[src/rtl/conf_word_sequencer.sv]
// Configuration word sequencer: reads a per-select header, then streams the sub-block's words onto the write bus.
// Optional trailing XOR checksum word enabled by defining CONF_CHKSUM_EN.
module conf_word_sequencer #(
  parameter int DATA_W    = 32,
  parameter int ADDR_W    = 8,
  parameter int CNT_W     = 6,
  parameter int HDR_BASE  = 0,
  parameter int MAX_WORDS = 32
) (
  input  logic              conf_clk,
  input  logic              reset,
  input  logic              conf_en,
  input  logic [2:0]        current_select,
  output logic              mem_rd,
  output logic [ADDR_W-1:0] mem_addr,
  input  logic [DATA_W-1:0] mem_rdata,
  output logic              wr_en,
  output logic [CNT_W-1:0]  wr_idx,
  output logic [DATA_W-1:0] wr_data,
  output logic [7:0]        blk_sel,
  output logic              conf_ack,
  output logic              seq_error
);

  typedef enum logic [2:0] {IDLE, HDR, HLAT, STREAM, DRAIN, ACK, HOLD, ERR} state_t;

`ifdef CONF_CHKSUM_EN
  localparam logic [CNT_W:0] TRAIL_WORDS = (CNT_W+1)'(1);
`else
  localparam logic [CNT_W:0] TRAIL_WORDS = '0;
`endif

  state_t              r_state;
  logic [2:0]          r_sel;
  logic [2:0]          r_last_sel;
  logic [ADDR_W-1:0]   r_base;
  logic [CNT_W-1:0]    r_cnt;
  logic [CNT_W:0]      r_i;
  logic                r_mem_rd;
  logic [ADDR_W-1:0]   r_mem_addr;
  logic                r_conf_ack;
  logic                r_seq_error;
  logic                r_rd_vld_p0;
  logic [CNT_W-1:0]    r_rd_idx_p0;
  logic                r_wr_en_p1;
  logic [CNT_W-1:0]    r_wr_idx_p1;
  logic [7:0]          r_blk_sel_p1;
`ifdef CONF_CHKSUM_EN
  logic [DATA_W-1:0]   r_xor;
`endif

  logic [ADDR_W-1:0]   w_hdr_base;
  logic [CNT_W-1:0]    w_hdr_cnt;
  logic [CNT_W:0]      w_nreads;
  logic                w_start;
  logic                w_wr_go;

  assign w_hdr_base = mem_rdata[ADDR_W-1:0];
  assign w_hdr_cnt  = mem_rdata[ADDR_W+CNT_W-1:ADDR_W];
  assign w_nreads   = {1'b0, r_cnt} + TRAIL_WORDS;
  assign w_start    = conf_en && (current_select != 3'd0) && (current_select != 3'd7) &&
                      (current_select != r_last_sel);
  // Dropping conf_en discards the word still in flight from memory.
  assign w_wr_go    = r_rd_vld_p0 && conf_en;

  always_ff @(posedge conf_clk or posedge reset) begin
    if (reset) begin
      r_state      <= IDLE;
      r_sel        <= '0;
      r_last_sel   <= '0;
      r_base       <= '0;
      r_cnt        <= '0;
      r_i          <= '0;
      r_mem_rd     <= 1'b0;
      r_mem_addr   <= '0;
      r_conf_ack   <= 1'b0;
      r_seq_error  <= 1'b0;
      r_rd_vld_p0  <= 1'b0;
      r_rd_idx_p0  <= '0;
      r_wr_en_p1   <= 1'b0;
      r_wr_idx_p1  <= '0;
      r_blk_sel_p1 <= '0;
`ifdef CONF_CHKSUM_EN
      r_xor        <= '0;
`endif
    end else begin
      // p0 -> p1: a read issued last cycle becomes a write this cycle
      r_wr_en_p1   <= w_wr_go;
      r_wr_idx_p1  <= w_wr_go ? r_rd_idx_p0 : '0;
      r_blk_sel_p1 <= w_wr_go ? (8'd1 << r_sel) : 8'd0;
`ifdef CONF_CHKSUM_EN
      if (r_wr_en_p1) r_xor <= r_xor ^ mem_rdata;
`endif
      r_mem_rd    <= 1'b0;
      r_rd_vld_p0 <= 1'b0;
      r_conf_ack  <= 1'b0;

      if (!conf_en && r_state != IDLE && r_state != ERR) begin
        r_state    <= IDLE;
        r_last_sel <= '0;
      end else begin
        case (r_state)
          IDLE: begin
            if (!conf_en) begin
              r_last_sel <= '0;
            end else if (w_start) begin
              r_sel      <= current_select;
              r_mem_rd   <= 1'b1;
              r_mem_addr <= ADDR_W'(HDR_BASE) + ADDR_W'(current_select);
              r_state    <= HDR;
            end
          end
          HDR: r_state <= HLAT;
          HLAT: begin
            if (int'(w_hdr_cnt) > MAX_WORDS) begin
              r_seq_error <= 1'b1;
              r_state     <= ERR;
            end else if (w_hdr_cnt == '0) begin
              r_conf_ack <= 1'b1;
              r_last_sel <= r_sel;
              r_state    <= ACK;
            end else begin
              r_base      <= w_hdr_base;
              r_cnt       <= w_hdr_cnt;
              r_mem_rd    <= 1'b1;
              r_mem_addr  <= w_hdr_base;
              r_rd_vld_p0 <= 1'b1;
              r_rd_idx_p0 <= '0;
              r_i         <= (CNT_W+1)'(1);
`ifdef CONF_CHKSUM_EN
              r_xor       <= '0;
`endif
              r_state     <= STREAM;
            end
          end
          STREAM: begin
            if (r_i < w_nreads) begin
              r_mem_rd    <= 1'b1;
              r_mem_addr  <= r_base + ADDR_W'(r_i);
              // The trailing checksum read is never turned into a write.
              r_rd_vld_p0 <= (r_i < {1'b0, r_cnt});
              r_rd_idx_p0 <= r_i[CNT_W-1:0];
              r_i         <= r_i + (CNT_W+1)'(1);
            end else begin
              r_state <= DRAIN;
            end
          end
          DRAIN: begin
`ifdef CONF_CHKSUM_EN
            if (r_xor == mem_rdata) begin
              r_conf_ack <= 1'b1;
              r_last_sel <= r_sel;
              r_state    <= ACK;
            end else begin
              r_seq_error <= 1'b1;
              r_state     <= ERR;
            end
`else
            r_conf_ack <= 1'b1;
            r_last_sel <= r_sel;
            r_state    <= ACK;
`endif
          end
          ACK:  r_state <= HOLD;
          HOLD: r_state <= IDLE;
          ERR: begin
            if (!conf_en) begin
              r_state    <= IDLE;
              r_last_sel <= '0;
            end
          end
          default: r_state <= IDLE;
        endcase
      end
    end
  end

  // Write data is the memory's registered read port, gated so the bus idles at zero.
  assign mem_rd    = r_mem_rd;
  assign mem_addr  = r_mem_addr;
  assign wr_en     = r_wr_en_p1;
  assign wr_idx    = r_wr_idx_p1;
  assign wr_data   = r_wr_en_p1 ? mem_rdata : '0;
  assign blk_sel   = r_blk_sel_p1;
  assign conf_ack  = r_conf_ack;
  assign seq_error = r_seq_error;

endmodule

[config.mk]
export PLATFORM = sky130hd
export DESIGN_NAME = conf_word_sequencer
export DESIGN_NICKNAME = d
export VERILOG_FILES = /design/src/rtl/conf_word_sequencer.sv
export SDC_FILE = /design/constraint.sdc
export NUM_CORES = 1
export LEC_CHECK = 0
export ABC_AREA = 1
export CAP_MARGIN = 10
export CORE_AREA = 2 2 71 107
export CTS_CLUSTER_SIZE = 24
export DETAILED_ROUTE_END_ITERATION = 10
export DIE_AREA = 0 0 73 109
export PLACE_DENSITY = 0.84
export SYNTH_ARGS = -nofsm -noshare
export SYNTH_HDL_FRONTEND = slang
export SYNTH_SLANG_ARGS = --single-unit
[constraint.sdc]
create_clock -name conf_clk -period 2.6 [get_ports conf_clk]
set_input_delay 0.26 -clock conf_clk [delete_from_list [all_inputs] [get_ports conf_clk]]
set_output_delay 0.26 -clock conf_clk [all_outputs]
set_load 0.01 [all_outputs]
==> results.cfg <==
[pwr]
leakage_component_of_the_power_uw = 0.00257
power-per-cell-area_nw_per_um2 = 843
peakVddDrop_v = 0.000354

[layout]
synthToLayoutAreaGrowth_pct = 34.3
n_fill_cell = 609
antenna_cells = 0
layout_net_count = 632
drive_above_1_share_pct = 7.35
final_core_util_pct = 67.2

[cts]
post_cts.repair.setup_buffers = 0
htree_depth = 3
post_cts_hold_buffer_count = 0
tritoncts = built
clock_tree.root_cell = clkbuf_8
cts_buffers = 9
clkSinkCount = 63
clk_slew_on_worst_s_h_paths_ns = 0.07
clock_path_buffers = 2
worstSkewPairLatency_ns = 0.36
postCtsResizedCells = 0

[critical_path]
max_stage_delay_ns = 0.56
cp-start-kind = register
crit_path_end_kind = register
crit_path_max_fanout = 8
timing.critical_path.cells = ha_1 -> a21oi_1 -> nand2_1 -> nand2_1 -> nand3_1 -> nand3_2 -> nand2_1 -> nand2_1 -> nand2_1
worst_ep_arrival_time_ns = 2.28
crit_path_class = register to register
cp_slowest_cell = dfrtp_1
crit_path_frequent_cell = nand2_1
timing.critical_path.required_ns = 2.85

[timing]
slew_headroom_pct = 61.4
finalSetupTns_ns = 0
post_route_clock_period_utilization_pct = 78.1
hold_slack_ns = 0.289
timing_worst_slew_pin_value_ns = 0.579
final.min_clock_period_ns = 2.03
finalHoldViolations = 0
setup_violations_final = 0
rsz_0062_raised_after_global_routing = no
slew_viol_final = 0
worst_case_clock_skew_ns = 0.00674
fmax_ghz = 0.492

[synth]
synthesis.nets = 531
synth-async-reset-ratio_pct = 100
netlist_instances = 479
yosysUniqueCellTypes = 32
synth_flop_cell = dfrtp_1
syn_avg_cell_area_um2 = 7.40
synth.yosys.warnings = 0
post-synth-top-area-cell = dfrtp_1
synth_seq_cells = 63
synth_sequential_area_ratio_pct = 44.5
synth_enable_flop_cells = 0
synth_largest_type_area_fraction_pct = 44.5
synth_top_cells_by_area = dfrtp_1 44%, nand2_1 17%, inv_1 8.6%
mappedNetlistArea_um2 = 3540

[floorplan]
initial_utilization_pct = 50.0
coreArea_um2 = 7080
floorplan.die_area_um2 = 7960
chipWidth_um = 73
placementRows = 38
io_pins = 96
die_y_um = 109

[drt]
route.detailed.vias_per_inst = 5.31
vias = 3532
post-route-drc-count = 0
routed_wirelength_um = 9010
avgRoutedWirePerCell_um = 13.5
detailedRoute.firstPassIterationCount = 5
initialDrtViolationCount = 194
drt.antenna.violating_nets = 0

[grt]
grt_start_max_net_pins = 37
globalRoute.totalOverflow = 0
first_global_vias = 3388
grt_first_pass_wirelength_um = 15100
grt.total_usage_pct = 24.9
antenna_found_initial = 0

[placed_design]
gp_congestion = 0.971
detailed_place_hpwl_um = 7110
portBuffers = 95

[flow_run]
max_cap_violations = 0

[run_status]
run_status = complete, no violations

[worst_hold_path]
hp-class = input port to asynchronous set/reset pin
[power breakdown]
part / switching [uW] / internal, uW
combinational: 1060 / 689
sequential: 239 / 1260
clock: 366 / 395
[logic make-up after synthesis]
family,after synthesis,synth area share (%)
simple gates,258,31.6
buf+inv,95,10.6
flops,63,44.5
compound gates,45,7.13
fa+ha+maj,14,5.15
xor+xnor,4,0.989
[critical path, delay by kind of cell (launching register included)]
family / cells / cell delay (ns)
AO/OA/AOI/OAI: 1 / 0.16
adder cells (fa/ha/maj): 1 / 0.32
flip-flops: 1 / 0.56
AND/OR/NAND/NOR: 7 / 0.89
[area by class of cell]
type                    instances  area (um2)  share of cell area [%]
inverters                      86         324                    6.81
clock inverters                 3        17.5                   0.368
flip-flops and latches         63        1580                    33.1
clock buffers                  13         159                    3.34
repair buffers                 99         993                    20.9
well taps                      80         100                    2.10
multi-input cells             321        1590                    33.4
[flip-flops by register name, summed over array words and instances (netlist names), 3 cells and up]
signal / cells
r_last_sel: 3
blk_sel: 8
r_i: 7
r_sel: 3
r_rd_idx_p0: 6
mem_addr: 8
r_base: 8
r_cnt: 6
wr_idx: 6
r_state: 3
[path summary, 6_finish.rpt]
kind	from	end	slack (ns)	cells past startpoint
worst max register to register	r_i[2]$_DFFE_PP0P_	mem_addr[5]$_DFFE_PP0P_	0.57	9
worst min register to register	r_cnt[0]$_DFFE_PP0P_	r_cnt[0]$_DFFE_PP0P_	0.48	2
worst max-delay path	r_i[2]$_DFFE_PP0P_	mem_addr[5]$_DFFE_PP0P_	0.57	9
min in group conf_clk	r_cnt[0]$_DFFE_PP0P_	r_cnt[0]$_DFFE_PP0P_	0.48	2
max in group asynchronous	reset	r_state[0]$_DFFE_PP0P_	1.72	3
worst min-delay path	reset	mem_addr[3]$_DFFE_PP0P_	0.29	2
[synth_stat cells (4+ instances only)]
| master | count |
|---|---|
| nand3_1 | 28 |
| o21ai_0 | 12 |
| ha_1 | 13 |
| o21ai_1 | 11 |
| nand2_2 | 5 |
| nor2_1 | 37 |
| nand2_1 | 162 |
| nand4_1 | 10 |
| inv_1 | 81 |
| inv_2 | 4 |
| dfrtp_1 | 63 |
| a21oi_1 | 12 |
| clkbuf_1 | 4 |
[placed cells by master, fill, tap and decap left out]
cell,instances
a31o_2,2
nor2_2,3
nor2_4,2
o221ai_1,2
clkinv_2,3
clkdlybuf4s50_1,95
o21ai_1,11
nand2_2,5
or2_2,1
o31ai_1,3
nand3_1,28
nand2_4,2
a31oi_1,2
o21ai_0,12
clkbuf_8,11
xnor2_1,1
a21oi_1,12
nand3b_1,1
xor2_1,3
dfrtp_1,63
inv_1,80
clkinvlp_4,1
clkbuf_1,2
inv_2,5
fa_1,1
buf_12,1
nand3_2,3
o211ai_1,1
nand4_1,10
ha_1,13
nand2_1,162
nand3_4,1
nor3_1,3
buf_4,3
nor2_1,37
[routing by layer]
layer  up-vias  global-route usage (%)  wire length [um]
li1       1696                       -                 -
met3        36                    6.84               657
met1      1610                    25.8              3230
met5         -                       0                 0
met2       190                    44.2              4650
met4         0                    14.0               471
[metrics by stage]
| stage | worst slack (ns) | area (um2) | std cells | total power (uW) |
|---|---|---|---|---|
| 2_1_floorplan | 0.770 | 3540 | 479 | 2600 |
| 3_3_place_gp | 0.644 | 4590 | 649 | 3170 |
| 3_5_place_dp | 0.580 | 4590 | 649 | 3240 |
| 4_1_cts | 0.574 | 4760 | 665 | 4000 |
| 5_1_grt | 0.430 | 4760 | 665 | 4320 |
| 6_report | 0.569 | 4760 | 665 | 4010 |
No activity file was read; power rests on OpenSTA's default activity.
